## config.mk

```make
export PLATFORM = sky130hd
export DESIGN_NAME = mem_lsu_flat
export DESIGN_NICKNAME = d
export VERILOG_FILES = /design/src/rtl/mem_lsu_if.sv /design/src/rtl/mem_lsu.sv /design/src/flat_wrapper.sv
export SDC_FILE = /design/constraint.sdc
export NUM_CORES = 1
export LEC_CHECK = 0
export ABC_AREA = 1
export BUFFER_PORTS_ARGS = -buffer_cell sky130_fd_sc_hd__buf_4
export CORE_AREA = 2 2 148 150
export CTS_BUF_LIST = sky130_fd_sc_hd__clkbuf_4
export CTS_CLUSTER_DIAMETER = 100
export DETAILED_ROUTE_END_ITERATION = 7
export DIE_AREA = 0 0 150 152
export GPL_TIMING_DRIVEN = 0
export SYNTH_ARGS = -nofsm -noshare
export SYNTH_HDL_FRONTEND = slang
export SYNTH_SLANG_ARGS = --single-unit
```

## constraint.sdc

```tcl
create_clock -name clk -period 2.6 [get_ports clk]
set_input_delay 0.65 -clock clk [delete_from_list [all_inputs] [get_ports clk]]
set_output_delay 0.65 -clock clk [all_outputs]
set_load 0.1 [all_outputs]
```

## src/rtl/mem_lsu_if.sv

```systemverilog
// Data-bus interface between the MEM-stage load/store unit and memory.
// The master drives the request side, the slave returns read data and ack.
interface mem_lsu_if;
   logic        dbus_req;
   logic        dbus_we;
   logic [31:0] dbus_addr;
   logic [3:0]  dbus_sel;
   logic [31:0] dbus_wdata;
   logic [31:0] dbus_rdata;
   logic        dbus_ack;

   modport master (
      output dbus_req, dbus_we, dbus_addr, dbus_sel, dbus_wdata,
      input  dbus_rdata, dbus_ack
   );

   modport slave (
      input  dbus_req, dbus_we, dbus_addr, dbus_sel, dbus_wdata,
      output dbus_rdata, dbus_ack
   );
endinterface

```

## src/rtl/mem_lsu.sv

```systemverilog
// MEM-stage load/store unit: one req/ack bus transaction per load/store, big-endian lanes.
// Stalls the pipeline while busy; non-memory ops pass straight through to MEM/WB.
module mem_lsu #(
   parameter int TIMEOUT = 255
) (
   input  logic             clk,
   input  logic             rst,
   input  logic [4:0]       i_mem_waddr,
   input  logic             i_mem_we,
   input  logic [31:0]      i_mem_wdata,
   input  logic             i_mem_whilo,
   input  logic [31:0]      i_mem_hi,
   input  logic [31:0]      i_mem_lo,
   input  logic [3:0]       i_mem_op,
   input  logic [31:0]      i_mem_addr,
   input  logic [31:0]      i_mem_sdata,
   output logic [4:0]       o_wb_waddr,
   output logic             o_wb_we,
   output logic [31:0]      o_wb_wdata,
   output logic             o_wb_whilo,
   output logic [31:0]      o_wb_hi,
   output logic [31:0]      o_wb_lo,
   output logic             o_stall_req,
   output logic             o_exc_align,
   output logic             o_exc_bus,
   mem_lsu_if.master        dbus
);

   typedef enum logic [1:0] {S_IDLE = 2'd0, S_BUSY = 2'd1, S_DONE = 2'd2} state_t;

   localparam logic [3:0] OP_LB  = 4'd1;
   localparam logic [3:0] OP_LBU = 4'd2;
   localparam logic [3:0] OP_LH  = 4'd3;
   localparam logic [3:0] OP_LHU = 4'd4;
   localparam logic [3:0] OP_LW  = 4'd5;
   localparam logic [3:0] OP_SB  = 4'd6;
   localparam logic [3:0] OP_SH  = 4'd7;
   localparam logic [3:0] OP_SW  = 4'd8;
   localparam logic [7:0] TMO_LAST = 8'(TIMEOUT - 1);

   function automatic logic [3:0] f_sel(input logic [3:0] op, input logic [1:0] off);
      case (op)
         OP_LB, OP_LBU, OP_SB: f_sel = 4'b1000 >> off;
         OP_LH, OP_LHU, OP_SH: f_sel = off[1] ? 4'b0011 : 4'b1100;
         default:              f_sel = 4'b1111;
      endcase
   endfunction

   function automatic logic [31:0] f_store(input logic [3:0] op, input logic [31:0] d);
      case (op)
         OP_SB:   f_store = {4{d[7:0]}};
         OP_SH:   f_store = {2{d[15:0]}};
         default: f_store = d;
      endcase
   endfunction

   function automatic logic [31:0] f_load(input logic [3:0] op, input logic [1:0] off,
                                          input logic [31:0] d);
      logic [7:0]  b;
      logic [15:0] h;
      case (off)
         2'd0:    b = d[31:24];
         2'd1:    b = d[23:16];
         2'd2:    b = d[15:8];
         default: b = d[7:0];
      endcase
      h = off[1] ? d[15:0] : d[31:16];
      case (op)
         OP_LB:   f_load = {{24{b[7]}}, b};
         OP_LBU:  f_load = {24'd0, b};
         OP_LH:   f_load = {{16{h[15]}}, h};
         OP_LHU:  f_load = {16'd0, h};
         default: f_load = d;
      endcase
   endfunction

   state_t      r_state;
   logic [7:0]  r_cnt;
   logic [31:0] r_ldata;
   logic [31:0] r_addr;
   logic [31:0] r_wdata;
   logic [3:0]  r_sel;
   logic        r_we;
   logic        r_tmo;
   logic        r_load;
   logic [3:0]  r_op;
   logic [1:0]  r_off;

   logic w_is_load, w_is_store, w_is_mem, w_misalign, w_idle, w_start;

   assign w_is_load  = (i_mem_op >= OP_LB) && (i_mem_op <= OP_LW);
   assign w_is_store = (i_mem_op >= OP_SB) && (i_mem_op <= OP_SW);
   assign w_is_mem   = w_is_load | w_is_store;
   assign w_misalign = (((i_mem_op == OP_LH) || (i_mem_op == OP_LHU) || (i_mem_op == OP_SH))
                        && i_mem_addr[0])
                     | (((i_mem_op == OP_LW) || (i_mem_op == OP_SW)) && (|i_mem_addr[1:0]));
   assign w_idle     = (r_state == S_IDLE);
   assign w_start    = w_idle & w_is_mem & ~w_misalign;

   // FSM: latch the access in IDLE, wait for ack or timeout in BUSY, present result in DONE
   always_ff @(posedge clk) begin
      if (rst) begin
         r_state <= S_IDLE;
         r_cnt   <= 8'd0;
         r_ldata <= 32'd0;
         r_addr  <= 32'd0;
         r_wdata <= 32'd0;
         r_sel   <= 4'd0;
         r_we    <= 1'b0;
         r_tmo   <= 1'b0;
         r_load  <= 1'b0;
         r_op    <= 4'd0;
         r_off   <= 2'd0;
      end else begin
         case (r_state)
            S_IDLE: begin
               r_tmo <= 1'b0;
               if (w_start) begin
                  r_addr  <= {i_mem_addr[31:2], 2'b00};
                  r_sel   <= f_sel(i_mem_op, i_mem_addr[1:0]);
                  r_wdata <= f_store(i_mem_op, i_mem_sdata);
                  r_we    <= w_is_store;
                  r_load  <= w_is_load;
                  r_op    <= i_mem_op;
                  r_off   <= i_mem_addr[1:0];
                  r_cnt   <= 8'd0;
                  r_state <= S_BUSY;
               end
            end
            S_BUSY: begin
               if (dbus.dbus_ack) begin
                  r_ldata <= f_load(r_op, r_off, dbus.dbus_rdata);
                  r_cnt   <= 8'd0;
                  r_state <= S_DONE;
               end else if (r_cnt == TMO_LAST) begin
                  r_tmo   <= 1'b1;
                  r_cnt   <= 8'd0;
                  r_state <= S_DONE;
               end else begin
                  r_cnt   <= r_cnt + 8'd1;
               end
            end
            S_DONE:  r_state <= S_IDLE;
            default: r_state <= S_IDLE;
         endcase
      end
   end

   assign o_wb_waddr  = rst ? 5'd0  : i_mem_waddr;
   assign o_wb_whilo  = rst ? 1'b0  : i_mem_whilo;
   assign o_wb_hi     = rst ? 32'd0 : i_mem_hi;
   assign o_wb_lo     = rst ? 32'd0 : i_mem_lo;
   assign o_stall_req = ~rst & (w_start | (r_state == S_BUSY));
   assign o_exc_align = ~rst & w_idle & w_is_mem & w_misalign;
   assign o_exc_bus   = ~rst & (r_state == S_DONE) & r_tmo;

   assign dbus.dbus_req   = ~rst & (r_state == S_BUSY);
   assign dbus.dbus_we    = ~rst & r_we;
   assign dbus.dbus_addr  = rst ? 32'd0 : r_addr;
   assign dbus.dbus_sel   = rst ? 4'd0  : r_sel;
   assign dbus.dbus_wdata = rst ? 32'd0 : r_wdata;

   // Write-back selection: memory ops write nothing until DONE, timeouts never write
   always_comb begin
      o_wb_we    = 1'b0;
      o_wb_wdata = 32'd0;
      if (rst) begin
         o_wb_we    = 1'b0;
         o_wb_wdata = 32'd0;
      end else begin
         o_wb_wdata = i_mem_wdata;
         case (r_state)
            S_IDLE: o_wb_we = i_mem_we & ~w_is_mem;
            S_BUSY: o_wb_we = 1'b0;
            S_DONE: begin
               if (r_tmo) begin
                  o_wb_we = 1'b0;
               end else begin
                  o_wb_we = i_mem_we;
                  if (r_load) begin
                     o_wb_wdata = r_ldata;
                  end else begin
                     o_wb_wdata = i_mem_wdata;
                  end
               end
            end
            default: o_wb_we = 1'b0;
         endcase
      end
   end

endmodule
```

## src/flat_wrapper.sv

```systemverilog
// flat-port wrapper written by rule: the top's interface ports become plain ports
module mem_lsu_flat 
#(
   parameter int TIMEOUT = 255
)
  (clk, rst, i_mem_waddr, i_mem_we, i_mem_wdata, i_mem_whilo, i_mem_hi, i_mem_lo, i_mem_op, i_mem_addr, i_mem_sdata, o_wb_waddr, o_wb_we, o_wb_wdata, o_wb_whilo, o_wb_hi, o_wb_lo, o_stall_req, o_exc_align, o_exc_bus, dbus_dbus_req, dbus_dbus_we, dbus_dbus_addr, dbus_dbus_sel, dbus_dbus_wdata, dbus_dbus_rdata, dbus_dbus_ack);
  mem_lsu_if dbus_i ();
  input  logic clk;
  input  logic rst;
  input  logic [4:0] i_mem_waddr;
  input  logic i_mem_we;
  input  logic [31:0] i_mem_wdata;
  input  logic i_mem_whilo;
  input  logic [31:0] i_mem_hi;
  input  logic [31:0] i_mem_lo;
  input  logic [3:0] i_mem_op;
  input  logic [31:0] i_mem_addr;
  input  logic [31:0] i_mem_sdata;
  output logic [4:0] o_wb_waddr;
  output logic o_wb_we;
  output logic [31:0] o_wb_wdata;
  output logic o_wb_whilo;
  output logic [31:0] o_wb_hi;
  output logic [31:0] o_wb_lo;
  output logic o_stall_req;
  output logic o_exc_align;
  output logic o_exc_bus;
  output wire logic [$bits(dbus_i.dbus_req)-1:0] dbus_dbus_req;
  output wire logic [$bits(dbus_i.dbus_we)-1:0] dbus_dbus_we;
  output wire logic [$bits(dbus_i.dbus_addr)-1:0] dbus_dbus_addr;
  output wire logic [$bits(dbus_i.dbus_sel)-1:0] dbus_dbus_sel;
  output wire logic [$bits(dbus_i.dbus_wdata)-1:0] dbus_dbus_wdata;
  input wire logic [$bits(dbus_i.dbus_rdata)-1:0] dbus_dbus_rdata;
  input wire logic [$bits(dbus_i.dbus_ack)-1:0] dbus_dbus_ack;
  assign dbus_dbus_req = dbus_i.dbus_req;
  assign dbus_dbus_we = dbus_i.dbus_we;
  assign dbus_dbus_addr = dbus_i.dbus_addr;
  assign dbus_dbus_sel = dbus_i.dbus_sel;
  assign dbus_dbus_wdata = dbus_i.dbus_wdata;
  assign dbus_i.dbus_rdata = dbus_dbus_rdata;
  assign dbus_i.dbus_ack = dbus_dbus_ack;
  mem_lsu #(.TIMEOUT(TIMEOUT)) u_core (.clk(clk), .rst(rst), .i_mem_waddr(i_mem_waddr), .i_mem_we(i_mem_we), .i_mem_wdata(i_mem_wdata), .i_mem_whilo(i_mem_whilo), .i_mem_hi(i_mem_hi), .i_mem_lo(i_mem_lo), .i_mem_op(i_mem_op), .i_mem_addr(i_mem_addr), .i_mem_sdata(i_mem_sdata), .o_wb_waddr(o_wb_waddr), .o_wb_we(o_wb_we), .o_wb_wdata(o_wb_wdata), .o_wb_whilo(o_wb_whilo), .o_wb_hi(o_wb_hi), .o_wb_lo(o_wb_lo), .o_stall_req(o_stall_req), .o_exc_align(o_exc_align), .o_exc_bus(o_exc_bus), .dbus(dbus_i));
endmodule
```

==> flow_summary.yaml, run 1 <==
timing:
  report.final.slew_viol_count: 0
  finalSetupTns_ps: -1840
  worst_hold_slack_ps: 337
  hold_viol: 0
  fin_crit_sh: 1.05
  rsz0062_at_grt: "true"
  worst_pin_slew_ps: 664
  timing.fmax_mhz: 368
  setup_ws_ps: -121
  finalSetupViolations: 30
  slew-limit-headroom: 0.554
  min_period_ps: 2720
  finalClockSkew_ps: 23.8
place:
  dp_worst_setup_slack_ps: -574
  dpl.hpwl_um: 24300
  dp.cells: 1881
  portBuffers: 378
  gp_congestion: 0.922
  placed_cell_area_um2: 11100
worst_setup_path:
  cp-end-kind: "output port"
  cp_data_arrival_time_ps: 2070
  required_ps: 1950
  crit_chain: "inv_2 -> nor2_2 -> inv_2 -> nor2_4 -> nand2_4 -> inv_6 -> buf_12 -> buf_4 -> clkbuf_16 -> a21oi_4 -> buf_12"
  critPathCapture: "o_wb_wdata[26]"
  ff2ff_path_depth: 11
  max_stage_delay_ps: 350
  critPathKind: "reg -> out"
  startpoint_type: "register"
  cp_slowest_cell: "dfxtp_2"
  ff2ff_setup_slack_ps: 320
  startpoint: "u_core.r_state[1]$_SDFFE_PP0P_"
  reg2reg_from: "u_core.r_state[1]$_SDFFE_PP0P_"
  path_max_fanout: 7
  timing.rr.end: "u_core.r_ldata[25]$_SDFFE_PP0P_"
flow_run:
  maxCapViolCount: 0
power:
  power_density_nw_per_um2: 531
  pwr-share-comb: 0.496
  max-vdd-ir-drop_v: 0.000279
  p_sw_mw: 3.19
  p_int_mw: 3.47
  power_frac_seq: 0.308
  power_frac_clock: 0.195
  leakagePower_nw: 6.02
  sw_frac_of_total: 0.479
status:
  violations: "setup timing"
  status: "complete, but fails checks"
synthesis:
  synth_top_area_frac: 0.323
  ys_seq_area_frac: 0.323
  synth.distinct_cells: 33
  synth-edff-count: 0
  synth.area.top_cells: "dfxtp_1 (32%), nand2_1 (13%), inv_1 (13%)"
  ys_async_sr_fraction: 0
  syn_avg_cell_area_um2: 5.94
  synth_top_cell_by_area: "dfxtp_1"
  syn_area_um2: 7250
  ys_warn_count: 0
  dominantRegCellSynth: "dfxtp_1"
  ys_ff_latch: 117
  syn_inst: 1222
cells_and_area:
  nets: 1847
  seqCellArea_um2: 2340
  multiInputGateArea_um2: 4180
  area_growth_pct: 73.1
  fillers: 2073
  layout.cells.non_filler: 1934
  fin_area_um2: 12600
  drive_gt1_frac: 0.395
clock_tree:
  clk_latency_ps: 540
  clk_pin_slew_ps: 140
  cts_tree: "done"
  cts_max_level: 4
  root_buffer: "clkbuf_4"
  hold_buffers: 0
  clock_path_buffers: 2
  clock-sinks: 117
  cts_made_buffers: 17
floorplanning:
  row_count: 54
  top_level_ports: 382
  die_w_um: 150
  die-area_um2: 22800
  start_util: 0.340
  die_h_um: 152
  core-area_um2: 21400
drt:
  antenna_left: 0
  num_vias: 8968
  drc: 0
  detail_route.wirelength_um: 30400
  drt-pass1-iter-count: 8
  wire_per_inst_um: 15.7
  viasPerCell: 4.64
  initialDrtViolationCount: 426
worst_hold_path:
  hold_path_class: "in -> reg"
grt:
  grt_overflow: 0
  grt_pass1_wl_um: 46500
  grtUsageTotal: 0.260
  first_global_vias: 8828
  grt_max_degree: 17
  antenna_found_initial: 2
## stage by stage
step,total power [mW],utilization
floorplan,4.37,-
global placement,5.16,0.520
detailed placement,5.18,0.520
CTS,6.61,0.565
global route,7.01,0.588
finish,6.67,0.588
## synth_stat cells (3+ instances only)
master	n
a21oi_1	131
a21oi_2	16
buf_2	18
buf_4	5
buf_6	7
clkbuf_1	38
dfxtp_1	117
inv_1	245
inv_2	5
nand2_1	258
nand2_2	5
nand3_1	35
nand3b_1	25
nand4_1	7
nor2_1	198
nor3_1	3
o211ai_1	16
o21ai_0	72
xor2_1	4
## repair_timing
item	in CTS	in global routing
setup endpoints to repair	170	156
pin swaps	2	10
setup buffers	8	8
resized for setup	184	119
gates cloned	2	2
## worst max-delay path, delay by kind of cell (launching register included)
family | cells | cell delay, ps
buf+inv | 7 | 830
compound gates | 1 | 190
flops | 1 | 350
simple gates | 3 | 170
## cell families (layout without fill, tap and decap cells)
kind of cell,Yosys count,after routing,share of synthesized area
and+or+nand+nor,540,540,0.311
DFF,117,117,0.323
adders and majority gates,2,2,0.00345
other,1,4,0.000517
xor gates and xnor gates,4,4,0.00483
AOI/OAI and AO/OA,238,238,0.179
buffers and inverters,320,749,0.179
## state kept, by name, summed over array words and instances (netlist names)
signal,flops
u_core.r_wdata,32
u_core.r_sel,4
u_core.r_addr,30
u_core.r_tmo,1
u_core.r_ldata,32
u_core.r_we,1
u_core.r_off,2
u_core.r_state,2
u_core.r_op,4
u_core.r_load,1
u_core.r_cnt,8
## layout make-up
type | count | share of cell area
Antenna cell | 2 | 0.000399
Timing Repair Buffer | 398 | 0.298
Multi-Input combinational cell | 786 | 0.333
Tap cell | 280 | 0.0279
Sequential cell | 117 | 0.187
Clock inverter | 15 | 0.0115
Inverter | 251 | 0.0942
Clock buffer | 17 | 0.0102
Buffer | 68 | 0.0384
## power groups by stage
stage	clock [mW]	sequential [mW]	combinational, mW
2_1_floorplan	0	2.08	2.29
3_3_place_gp	0	2.09	3.07
3_5_place_dp	0	2.10	3.08
4_1_cts	1.34	2.06	3.22
5_1_grt	1.43	2.08	3.50
6_report	1.30	2.06	3.31
## worst min-delay path by stage
stage | end | start | slack (ps) | cells after the start
floorplan | u_core.r_ldata[0]$_SDFFE_PP0P_ | u_core.r_ldata[0]$_SDFFE_PP0P_ | 440 | 2
global placement | u_core.r_ldata[6]$_SDFFE_PP0P_ | u_core.r_ldata[6]$_SDFFE_PP0P_ | 450 | 2
detailed placement | u_core.r_ldata[4]$_SDFFE_PP0P_ | u_core.r_ldata[4]$_SDFFE_PP0P_ | 460 | 2
CTS | u_core.r_addr[23]$_SDFFE_PP0P_ | i_mem_addr[23] | 300 | 3
global route | u_core.r_addr[6]$_SDFFE_PP0P_ | i_mem_addr[6] | 290 | 3
finish | u_core.r_addr[23]$_SDFFE_PP0P_ | i_mem_addr[23] | 340 | 3
## cell usage in the layout (no fill, tap or decap), drive strengths merged
cell type,instances
a211oi,1
a21boi,1
a21oi,147
buf,427
bufinv,1
clkbuf,56
clkinv,5
clkinvlp,63
conb,2
dfxtp,117
diode,2
ha,2
inv,197
nand2,264
nand2b,1
nand3,36
nand3b,25
nand4,7
nor2,203
nor3,3
o211ai,16
o21ai,73
or2,1
xor2,4
## metal layers
layer | vias to the layer above | routed length, um | share of wire | GRT usage
met3 | 53 | 1700 | 0.056 | 0.0547
met1 | 4071 | 11400 | 0.38 | 0.282
met4 | 0 | 1030 | 0.034 | 0.0943
met5 | - | 0 | 0 | 0
met2 | 282 | 16300 | 0.54 | 0.490
li1 | 4562 | - | - | -
Note: power is estimated with default switching activity, not from simulation.
==> run 2, diff against run 1 <==
Settings changed: GPL_TIMING_DRIVEN 0 to unset.
==> run 2 against run 1 <==
Effect of this change: the flow still finishes with violations (setup timing); total power grew 0.29%; routed wire length shrank 3.8%; combinational power shrank 5%; clock skew grew 1.8 ps; via count shrank 3.0%; critical path type unchanged; highest routed layer unchanged.
==> flow_summary.yaml, run 2 (synthesis gave the netlist of run 1 again) <==
clock_tree:
  clk_pin_slew_ps: 130
  clk_latency_ps: 540
  cts_max_level: 4
  cts_made_buffers: 17
  clock_path_buffers: 2
  clock-sinks: 117
  cts_tree: "done"
  root_buffer: "clkbuf_4"
  hold_buffers: 0
status:
  violations: "setup timing"
  status: "complete, but fails checks"
worst_setup_path:
  path_max_fanout: 6
  required_ps: 1950
  critPathKind: "reg -> out"
  cp_data_arrival_time_ps: 2090
  startpoint_type: "register"
  cp-end-kind: "output port"
cells_and_area:
  layout_commonest_cell: "buf_4"
  fin_area_um2: 12200
  final_cell_mix: "buf_4 (370), nand2_1 (254), inv_1 (182)"
  nets: 1804
  area_growth_pct: 67.8
  top_regs: "u_core.r_ldata (32), u_core.r_wdata (32), u_core.r_addr (30)"
  drive_gt1_frac: 0.389
grt:
  grt_max_degree: 83
  first_global_vias: 8314
  grtUsageTotal: 0.247
  grt_overflow: 0
  grt_pass1_wl_um: 44000
  antenna_found_initial: 4
power:
  power_mw: 6.69
  leakagePower_nw: 5.87
  max-vdd-ir-drop_v: 0.000283
  power_density_nw_per_um2: 550
place:
  dp_worst_setup_slack_ps: 76.9
  dpl.hpwl_um: 21600
  portBuffers: 379
  placed_cell_area_um2: 11100
  gp_congestion: 0.888
drt:
  viasPerCell: 4.60
  drt-pass1-iter-count: 5
  wire_per_inst_um: 15.5
  num_vias: 8700
  drc: 0
  initialDrtViolationCount: 423
  detail_route.wirelength_um: 29300
  antenna_left: 0
floorplanning:
  die_h_um: 152
  start_util: 0.340
  core-area_um2: 21400
  top_level_ports: 382
  die_w_um: 150
  row_count: 54
  die-area_um2: 22800
timing:
  report.final.slew_viol_count: 0
  finalClockSkew_ps: 25.7
  finalSetupViolations: 32
  hold_viol: 0
  slew-limit-headroom: 0.590
  rsz0062_at_grt: "true"
  setup_ws_ps: -144
  fin_crit_sh: 1.06
  timing.fmax_mhz: 364
  min_period_ps: 2740
  worst_pin_slew_ps: 613
worst_hold_path:
  hold_path_class: "in -> reg"
flow_run:
  maxCapViolCount: 0
==> run 2: changes by cell type in the layout (fill, tap and decap cells not counted), sizes merged <==
cell,previous run,this run
buf,427,420
bufinv,1,3
clkbuf,56,21
clkinv,5,7
clkinvlp,63,64
diode,2,4
inv,197,191
==> run 2: power by group <==
group | switching (mW) | leakage, nW | internal [mW] | total [mW]
Clock | 0.781 | 0.155 | 0.686 | 1.47
Sequential | 0.0683 | 0.962 | 2.00 | 2.06
Combinational | 2.27 | 4.75 | 0.892 | 3.16
==> run 2: cell type report <==
type	count	area, um2
Clock inverter	14	178
Multi-Input combinational cell	786	4140
Clock buffer	18	135
Sequential cell	117	2340
Tap cell	280	350
Antenna cell	4	10.0
Fill cell	2147	9180
Timing Repair Buffer	423	3830
Inverter	251	1180
==> run 2: per-stage QoR <==
| step | hold slack (ps) | utilization | setup TNS (ps) | instances |
|---|---|---|---|---|
| after detailed placement | 453 | 0.518 | 0 | 1842 |
| after global placement | 450 | 0.518 | 0 | 1842 |
| after global routing | 280 | 0.570 | -7500 | 1893 |
| after CTS | 290 | 0.561 | -4830 | 1885 |
| after floorplan | 442 | - | -36480 | 1223 |
| final | 337 | 0.570 | -3040 | 1893 |
==> run 2: final timing paths <==
kind | start | to | slack, ps | cells past startpoint
max | u_core.r_state[1]$_SDFFE_PP0P_ | o_wb_wdata[20] | -140 | 11
min | i_mem_addr[21] | u_core.r_addr[21]$_SDFFE_PP0P_ | 340 | 3
max reg2reg | u_core.r_state[0]$_SDFFE_PP0P_ | u_core.r_ldata[29]$_SDFFE_PP0P_ | 620 | 10
min reg2reg | u_core.r_ldata[6]$_SDFFE_PP0P_ | u_core.r_ldata[6]$_SDFFE_PP0P_ | 470 | 2
==> run 2: metal layers <==
metal | global-route usage | routed length (um) | vias to the layer above
li1 | - | - | 4483
met1 | 0.268 | 11100 | 3896
met2 | 0.456 | 15400 | 270
met3 | 0.0544 | 1630 | 51
met4 | 0.0993 | 1100 | 0
met5 | 0 | 0 | -
==> run 2: worst max-delay path, cell delays in order, from the launching register on <==
cell and delay, ps:
dfxtp_2 350, inv_2 40, nor2_2 90, inv_2 70, nor2_4 110, nand2_2 80, inv_4 100, buf_6 140
clkbuf_16 160, o21ai_2 80, a21oi_4 170, buf_12 190
==> run 2: repair_timing <==
item                       4_1_cts  5_1_grt
pin swaps                        1        7
setup endpoints to repair       34       34
gates cloned                     3        3
setup buffers                    8        1
gates resized for setup        140       26
